--- src/rtl/ste_dma_fifo.sv ---
// ste_dma_fifo - STE floppy/ACSI DMA FIFO, the requesting side of the
// GSTMCU RDY word-DMA handshake.
//
// Device bytes are buffered in a 2*BURST_WORDS byte FIFO. When a full burst
// is available (read dir) or the FIFO is empty with sectors still to move
// (write dir), RDY_O is pulled low. The MCU then answers each word with a
// RDY_I strobe that consumes DOUT or supplies DIN.
//
// Optional feature: define DMA_DONE_IRQ_EN to add the irq output. irq is
// raised when the sector count reaches zero through a byte-counter wrap.
//
// Ports:
//   clk32, reset         system clock, synchronous active-high reset
//   clk_en               8 MHz enable; all CPU/MCU bus sampling is gated by it
//   FCS_N, RW, A1, DIN   CPU register access (A1=1 mode/status, A1=0 count)
//   DOUT                 register read data, or FIFO head word during a burst
//   RDY_I                MCU word strobe, active low
//   RDY_O                burst request to the MCU, active low
//   dev_rd_*             device->FIFO byte stream (disk read)
//   dev_wr_*             FIFO->device byte stream (disk write)
//   irq                  sector count done (DMA_DONE_IRQ_EN only)
module ste_dma_fifo #(
  parameter int BURST_WORDS  = 8,
  parameter int SECTOR_BYTES = 512
) (
  input  logic        clk32,
  input  logic        reset,
  input  logic        clk_en,
  input  logic        FCS_N,
  input  logic        RW,
  input  logic        A1,
  input  logic [15:0] DIN,
  output logic [15:0] DOUT,
  input  logic        RDY_I,
  output logic        RDY_O,
  input  logic        dev_rd_valid,
  output logic        dev_rd_ready,
  input  logic [7:0]  dev_rd_data,
  output logic        dev_wr_valid,
  input  logic        dev_wr_ready,
  output logic [7:0]  dev_wr_data
`ifdef DMA_DONE_IRQ_EN
  , output logic      irq
`endif
);

  localparam int DEPTH = 2 * BURST_WORDS;
  localparam int AW    = $clog2(DEPTH);
  localparam int BW    = $clog2(BURST_WORDS);
  localparam int CW    = $clog2(SECTOR_BYTES);

  typedef enum logic {IDLE, BURST} state_t;

  state_t          state_q, state_d;
  logic [7:0]      mem [DEPTH];
  logic [AW-1:0]   rd_ptr, wr_ptr, rd_ptr1;
  logic [AW:0]     cnt;
  logic [15:0]     mode;
  logic [7:0]      sc;
  logic            error;
  logic [CW-1:0]   bcnt;
  logic [BW-1:0]   wcnt;
  logic            wr_done;

  logic dir, full, empty;
  logic cpu_wr, mode_wr, sc_wr, dir_flip;
  logic strobe, burst_op, burst_last;
  logic rd_xfer, wr_xfer, dev_xfer, wrap;
  logic push_word, push_byte;
  logic [15:0] reg_rd;

  assign dir     = mode[8];
  assign full    = (cnt == (AW+1)'(DEPTH));
  assign empty   = (cnt == '0);
  assign rd_ptr1 = rd_ptr + AW'(1);

  // One capture per chip-select assertion: wr_done blocks repeats until
  // FCS_N goes high again.
  assign cpu_wr   = clk_en && !FCS_N && !RW && !wr_done;
  assign mode_wr  = cpu_wr && A1;
  assign sc_wr    = cpu_wr && !A1 && mode[4];
  assign dir_flip = mode_wr && (DIN[8] != mode[8]);

  assign strobe     = clk_en && !RDY_I;
  assign burst_op   = (state_q == BURST) && strobe;
  assign burst_last = burst_op && (wcnt == BW'(BURST_WORDS-1));

  assign RDY_O        = (state_q != BURST);
  assign dev_rd_ready = !dir && !full && (sc != '0) && (state_q == IDLE);
  assign dev_wr_valid = dir && !empty && (state_q == IDLE);
  assign dev_wr_data  = mem[rd_ptr];

  assign rd_xfer  = dev_rd_valid && dev_rd_ready;
  assign wr_xfer  = dev_wr_valid && dev_wr_ready;
  assign dev_xfer = rd_xfer || wr_xfer;
  assign wrap     = dev_xfer && (bcnt == CW'(SECTOR_BYTES-1));

  // Device and MCU sides are mutually exclusive by state, so at most one
  // FIFO operation happens per cycle.
  assign push_word = burst_op && dir && !dir_flip;
  assign push_byte = rd_xfer && !dir_flip;

  assign reg_rd = A1      ? {13'b0, !RDY_O, (sc != '0), !error} :
                  mode[4] ? {8'h00, sc} : 16'h0000;

  always_comb begin
    DOUT = 16'h0000;
    if (!FCS_N && RW)
      DOUT = reg_rd;
    else if (!RDY_O && !dir)
      DOUT = {mem[rd_ptr], mem[rd_ptr1]};   // earlier byte in the high half
  end

  always_comb begin
    state_d = state_q;
    case (state_q)
      IDLE:    if ((!dir && full) || (dir && empty && (sc != '0))) state_d = BURST;
      BURST:   if (burst_last) state_d = IDLE;
      default: state_d = IDLE;
    endcase
    if (dir_flip) state_d = IDLE;
  end

  // FIFO storage needs no reset; only the pointers define its contents.
  always_ff @(posedge clk32) begin
    if (push_word) begin
      mem[wr_ptr]          <= DIN[15:8];
      mem[wr_ptr + AW'(1)] <= DIN[7:0];
    end else if (push_byte) begin
      mem[wr_ptr] <= dev_rd_data;
    end
  end

  always_ff @(posedge clk32) begin
    if (reset || dir_flip) begin
      rd_ptr <= '0;
      wr_ptr <= '0;
      cnt    <= '0;
    end else if (burst_op && !dir) begin
      rd_ptr <= rd_ptr + AW'(2);
      cnt    <= cnt - (AW+1)'(2);
    end else if (push_word) begin
      wr_ptr <= wr_ptr + AW'(2);
      cnt    <= cnt + (AW+1)'(2);
    end else if (push_byte) begin
      wr_ptr <= wr_ptr + AW'(1);
      cnt    <= cnt + (AW+1)'(1);
    end else if (wr_xfer) begin
      rd_ptr <= rd_ptr + AW'(1);
      cnt    <= cnt - (AW+1)'(1);
    end
  end

  always_ff @(posedge clk32) begin
    if (reset) begin
      state_q <= IDLE;
      mode    <= '0;
      sc      <= '0;
      error   <= 1'b0;
      bcnt    <= '0;
      wcnt    <= '0;
      wr_done <= 1'b0;
    end else begin
      state_q <= state_d;

      if (FCS_N)       wr_done <= 1'b0;
      else if (cpu_wr) wr_done <= 1'b1;

      if (mode_wr) mode <= DIN;

      if (dir_flip || burst_last) wcnt <= '0;
      else if (burst_op)          wcnt <= wcnt + BW'(1);

      // A strobe with no burst outstanding is a protocol error.
      if (dir_flip)                           error <= 1'b0;
      else if (strobe && (state_q == IDLE))   error <= 1'b1;

      if (dir_flip)      bcnt <= '0;
      else if (wrap)     bcnt <= '0;
      else if (dev_xfer) bcnt <= bcnt + CW'(1);

      // A CPU write beats the wrap decrement on the same cycle.
      if (dir_flip)                 sc <= '0;
      else if (sc_wr)               sc <= DIN[7:0];
      else if (wrap && (sc != '0))  sc <= sc - 8'd1;
    end
  end

`ifdef DMA_DONE_IRQ_EN
  always_ff @(posedge clk32) begin
    if (reset || mode_wr)
      irq <= 1'b0;
    else if (wrap && (sc == 8'd1) && !sc_wr)
      irq <= 1'b1;
  end
`endif

endmodule

--- config.mk ---
export PLATFORM = sky130hd
export DESIGN_NAME = ste_dma_fifo
export DESIGN_NICKNAME = d
export VERILOG_FILES = /design/src/rtl/ste_dma_fifo.sv
export SDC_FILE = /design/constraint.sdc
export NUM_CORES = 1
export LEC_CHECK = 0
export CAP_MARGIN = 20
export CORE_MARGIN = 10
export CORE_UTILIZATION = 45
export DETAILED_ROUTE_END_ITERATION = 7
export SLEW_MARGIN = 20
export SYNTH_ARGS = -nofsm -noshare
export SYNTH_HDL_FRONTEND = slang
export SYNTH_SLANG_ARGS = --single-unit
--- constraint.sdc ---
create_clock -name clk32 -period 7.3 [get_ports clk32]
set_input_delay 1.095 -clock clk32 [delete_from_list [all_inputs] [get_ports clk32]]
set_output_delay 1.095 -clock clk32 [all_outputs]
set_load 0.05 [all_outputs]
==> metrics, run 1 <==
GRT Resource Usage Total=0.209; Peak VDD IR=0.000144 V; worst-path fanout max=30; crit path DAT=3.62 ns; # rows=54; Synth Area per Inst=11.2 µm²; Leak=3.87 nW; ys flop type=edfxtp_1; Slowest cell on crit path=clkdlybuf4s50_1; grt total ovfl=0; fin. max-slew vios=0; Pre-Repair DR Iteration Count=5; n_diodes=0; Layout Nets=990; hold depth=2; met1 Track Usage GR=0.289; synth warn=0; Routed WL=29800 µm; grt met3 use=0.0308; switching power=0.490 mW; Setup crit end kind=output pin; H-tree Lvls=4; fin crit share=0.646; Synth Area in XOR/XNOR=0.0255; Synth Area in Adders=0.0265; Setup crit start kind=register; Setup TNS Final=0 ns; setup bufs post-CTS=0; most used routing layer=met2; Synth top area share=0.377; placed insts=1197; clock share of power=0.427; post-route antenna net violation count=0; GR Util met2=0.329; mux share of post-synthesis cell area=0.180; Pwr per Cell Area=179 mW/mm²; largest net degree at the start of global routing=36; initial antenna violation count=0; fraction of layout cells with a size suffix above 1=0.181; fin crit period=4.72 ns; Netlist Area Pre-Place=0.0102 mm²; Worst Tran Pin Value=1.15 ns; initial core utilization=0.463; post-synthesis sequential area ratio=0.460; leading post-synthesis cells by cell area=edfxtp_1 38%, mux4_2 16%, dfxtp_1 8.3%; RSZ-0062 raised after global routing=false; Vias=7606; Yosys cell types=67; Compound-Gate Fraction of Synth Area=0.131; Worst Hold Margin=0.483 ns; MaxCap Viol Count=0; Fin Clk Skew=0.0111 ns; logic gate share of total power=0.067; final setup vio count=0; Fin. Hold Viols=0; Die X=170 µm; total power=2.07 mW; Post-Synthesis Cells=911; crit-path cells=ha_4, mux4_2, nor2b_1, a211oi_1, a21oi_1, a22o_1, clkdlybuf4s50_1; TritonCTS Sinks=170; post-synth top area cell=edfxtp_1; Layout Cells excl Fill=1229; I/O pin cnt=60; Layout area overhead=13.3%; Reg clk slew, reported paths=0.06 ns; GPL Wtd Cong=0.845; drt drc=0; HP Class=register to register; CTS Buf Count=17; Synth Net Count=965; global-route wire length before repair=45700 µm; Seq pwr share=0.505; Crit. Startpoint=rd_ptr[1]; reg-to-reg startpoint=sc[0]; die height=170 µm; CP peak stage delay=0.70 ns; Sw Share=0.237; critical path class=register to output pin; crit path capture=DOUT[6]; Buffers on Ports=59; Peak Freq=212 MHz; hpwl dp=20800 µm; Final Cell Area=0.0115 mm²; DRT iter0 DRCs=969; Root Driver=clkbuf_16; Required @ worst endpoint=6.20 ns; FF-to-FF End=mem[5][4]; commonest non-fill, non-tap cell in the layout=nor2_1; area of the die=0.0291 mm²; max_slew headroom=0.228; Synth Area in Simple Gates=0.134; Via density=6.19; TritonCTS clock tree=built; Register-to-Register Setup Slack=3.78 ns; clk buf depth=2; Int Power=1.58 mW; largest family of logic cells by synthesized area=multiplexers; core region area=0.0220 mm²; number of global-route vias before repair=7366; outcome=complete, no violations; Clock Latency Late Sink=0.44 ns; FF-to-FF path depth=8; Cell Area, Placed=0.0110 mm²; #FFs+latches synth=170; most frequent cells in the layout=166 x nor2_1, 153 x a21oi_1, 128 x edfxtp_1, 72 x mux4_2, 59 x clkdlybuf4s50_1; Post-synth EDFFs=128; Post-CTS Hold Buffers=0; routed length per instance=24.3 µm; post-CTS resize count=0; asr flop ratio synth=0
layer usage:
| metal | part of all wire | vias to the layer above |
|---|---|---|
| met5 | 0 | - |
| met3 | 0.085 | 40 |
| met4 | 0.024 | 0 |
| met2 | 0.47 | 388 |
| met1 | 0.42 | 3720 |
| li1 | - | 3458 |
sequential cells by signal (all words and copies together), names as in the netlist, 2 cells and up, named ones only:
signal  flops
mode        2
bcnt        9
sc          8
wr_ptr      4
mem       128
cnt         5
wcnt        3
rd_ptr      4
logic make-up (layout without fill, tap and decap cells):
| family | after synthesis | in the layout |
|---|---|---|
| AO/OA/AOI/OAI | 230 | 230 |
| XOR/XNOR | 28 | 28 |
| adder cells (fa/ha/maj) | 21 | 21 |
| buffers and inverters | 95 | 133 |
| flip-flops | 170 | 170 |
| multiplexers | 91 | 91 |
| AND/OR/NAND/NOR | 276 | 276 |
power by group through the flow:
stage	Clock [mW]	Sequential, mW	Combinational [mW]
final	0.883	1.04	0.139
after global routing	0.929	1.04	0.150
after CTS	0.891	1.04	0.138
after detailed placement	0	1.06	0.137
after global placement	0	1.06	0.135
after floorplan	0	1.06	0.0849
worst min path at each step:
stage | startpoint | endpoint | slack, ns
6_report | error | error | 0.48
5_1_grt | bcnt[6] | bcnt[6] | 0.51
4_1_cts | error | error | 0.48
3_5_place_dp | error | error | 0.47
3_3_place_gp | bcnt[6] | bcnt[6] | 0.47
2_1_floorplan | error | error | 0.44
synth_stat cells, drive strengths merged, types with 4 or more instances:
master,number
nand2,34
nand4,6
clkbuf,25
ha,20
nor2,166
a22o,6
mux2i,18
a211oi,20
dfxtp,42
and2,10
nand3,11
nor2b,9
nand2b,7
o211ai,4
edfxtp,128
nor3,6
nor4,5
buf,51
o21ai,22
nor3b,8
xnor2,18
and3,5
inv,18
a21oi,158
mux4,72
xor2,10
worst max-delay path, delay by kind of cell (launching register included):
| family | cells | cell delay (ns) |
|---|---|---|
| compound gates | 3 | 0.73 |
| simple gates | 1 | 0.14 |
| mux | 1 | 0.57 |
| fa+ha+maj | 1 | 0.68 |
| flops | 1 | 0.36 |
| buf+inv | 1 | 0.70 |
through the flow:
stage	setup WS [ns]	util
2_1_floorplan	3.59	-
3_3_place_gp	2.58	0.498
3_5_place_dp	2.61	0.498
4_1_cts	2.13	0.523
5_1_grt	2.39	0.524
6_report	2.58	0.524
final cells by class:
class | instances | area [µm²]
Clock buffer | 19 | 443
Clock inverter | 13 | 114
Fill cell | 1903 | 10500
Inverter | 19 | 71.3
Multi-Input combinational cell | 646 | 5120
Sequential cell | 170 | 4690
Tap cell | 280 | 350
Timing Repair Buffer | 82 | 763
No activity file was read; power rests on OpenSTA's default activity.
==> run 2: changes to the inputs <==
--- a/config.mk
+++ b/config.mk
@@ -9,6 +9,7 @@
 export CORE_MARGIN = 10
 export CORE_UTILIZATION = 45
 export DETAILED_ROUTE_END_ITERATION = 7
+export PLACE_DENSITY = 0.65
 export SLEW_MARGIN = 20
 export SYNTH_ARGS = -nofsm -noshare
 export SYNTH_HDL_FRONTEND = slang
==> constraint.sdc (replaced) <==
create_clock -name clk32 -period 4.2 [get_ports clk32]
set_input_delay 0.63 -clock clk32 [delete_from_list [all_inputs] [get_ports clk32]]
set_output_delay 0.63 -clock clk32 [all_outputs]
set_load 0.05 [all_outputs]
==> metrics, run 2 (synthesized netlist as in run 1, its figures left out) <==
Setup crit end kind=output pin; hold depth=2 (unchanged); Worst Tran Pin Value=1.10 ns (-0.0542 ns); top flop regs=mem: 128 flops, bcnt: 9 flops, sc: 8 flops; fin crit period=3.85 ns; area of the die=0.0291 mm² (unchanged); RSZ-0062 raised after global routing=false; total power=3.60 mW (+74%); Setup TNS Final=0 ns (unchanged); Fillers=1873 (-1.6%); TritonCTS clock tree=built; core region area=0.0220 mm² (unchanged); Clock Latency Late Sink=0.44 ns (about the same); outcome=complete, no violations; Required @ worst endpoint=3.57 ns (-2.63 ns); Via density=6.08 (-1.7%); clk buf depth=2 (unchanged); grt total ovfl=0 (unchanged); number of global-route vias before repair=7286 (-1.1%); H-tree Lvls=4 (unchanged); Layout Nets=1002 (+1.2%); FF-to-FF End=mem[14][5]; Post-Route Utilization=0.529 (+0.00443); largest net degree at the start of global routing=36 (unchanged); post-route antenna net violation count=0 (unchanged); Hold EP=error; hpwl dp=20400 µm (-1.7%); global-route wire length before repair=44000 µm (-3.8%); Biggest register=mem; post-CTS resize count=0 (unchanged); FF-to-FF path depth=8 (unchanged); fin. max-slew vios=0 (unchanged); min-delay src=error; Fin Clk Skew=0.0139 ns (+0.00286 ns); max_slew headroom=0.259 (+0.0308); Reg clk slew, reported paths=0.07 ns (about the same); worst-path fanout max=20 (-33%); DRT iter0 DRCs=929 (-4.1%); I/O pin cnt=60 (unchanged); Peak Freq=260 MHz; TritonCTS Sinks=170 (unchanged); initial antenna violation count=0 (unchanged); fin crit share=0.916; Vias=7546 (-0.79%); MaxCap Viol Count=0 (unchanged); die height=170 µm (unchanged); initial core utilization=0.463 (unchanged); critical path class=register to output pin; Cell Area, Placed=0.0111 mm² (+0.94%); Layout area overhead=14.3%; Final Cell Area=0.0116 mm² (+0.85%); drt drc=0 (unchanged); Buffers on Ports=59 (unchanged); GRT Resource Usage Total=0.201 (-0.00792); fraction of layout cells with a size suffix above 1=0.202 (+0.0206); Post-CTS Hold Buffers=0 (unchanged); n_diodes=0 (unchanged); routed length per instance=23.1 µm (-5.0%); # rows=54 (unchanged); Root Driver=clkbuf_16; Register-to-Register Setup Slack=1.06 ns (-2.72 ns); commonest non-fill, non-tap cell in the layout=nor2_1; Leak=3.96 nW (+2.2%); Pwr per Cell Area=309 mW/mm² (+73%); Routed WL=28600 µm (-4.1%); Fin. Hold Viols=0 (unchanged); reg-to-reg startpoint=sc[0]; most frequent cells in the layout=166 x nor2_1, 153 x a21oi_1, 128 x edfxtp_1, 72 x mux4_2, 51 x clkdlybuf4s50_1; GPL Wtd Cong=0.853 (+0.95%); HP Class=register to register; Pre-Repair DR Iteration Count=5 (unchanged); max reg flops=128 (unchanged); setup bufs post-CTS=0 (unchanged); final setup vio count=0 (unchanged); Setup crit start kind=register; crit path DAT=3.22 ns (-0.40 ns); Peak VDD IR=0.000249 V (+73%); CTS Buf Count=17 (unchanged); Die X=170 µm (unchanged)
-- run 2: per-layer routing --
| metal | global-route usage | share of wire |
|---|---|---|
| met5 | 0 | 0 |
| met4 | 0.0862 | 0.037 |
| met3 | 0.0359 | 0.084 |
| met2 | 0.320 | 0.46 |
| met1 | 0.264 | 0.41 |
-- run 2: worst max-delay path by stage --
stage | start | to | cells past startpoint
after floorplan | rd_ptr[1] | DOUT[2] | 9
after global placement | clk_en | mem[0][4] | 5
after detailed placement | clk_en | mem[3][5] | 5
after CTS | rd_ptr[1] | DOUT[4] | 7
after global routing | rd_ptr[1] | DOUT[4] | 7
final | rd_ptr[1] | DOUT[4] | 7
-- run 2: where the power goes --
group | switching, mW | leakage [nW] | internal, mW
sequential | 0.00634 | 1.49 | 1.81
combinational | 0.148 | 2.19 | 0.0953
clock | 0.748 | 0.279 | 0.792
total | 0.902 | 3.96 | 2.69
-- run 2: layout make-up --
class | instances | area [µm²] | share of cell area
timing repair buffer | 94 | 871 | 0.0748
sequential | 170 | 4690 | 0.403
clock buffer | 17 | 425 | 0.0365
tap | 280 | 350 | 0.0301
clock inverter | 15 | 149 | 0.0128
multi-input combinational | 646 | 5090 | 0.437
inverter | 19 | 71.3 | 0.00613
-- run 2: through the flow --
step	setup slack, ns	hold slack (ns)	cells
floorplan	1.01	0.437	911
global placement	0.613	0.457	1209
detailed placement	0.507	0.469	1209
CTS	0.325	0.486	1241
global route	0.213	0.520	1241
finish	0.354	0.493	1241
-- run 2: worst max-delay path, stage by stage (launching register included) --
cell and delay, ns:
dfxtp_1 0.35, ha_2 0.56, buf_12 0.27, mux4_2 0.55, mux2i_1 0.45, a21oi_1 0.20, a22o_1 0.21, buf_4 0.18
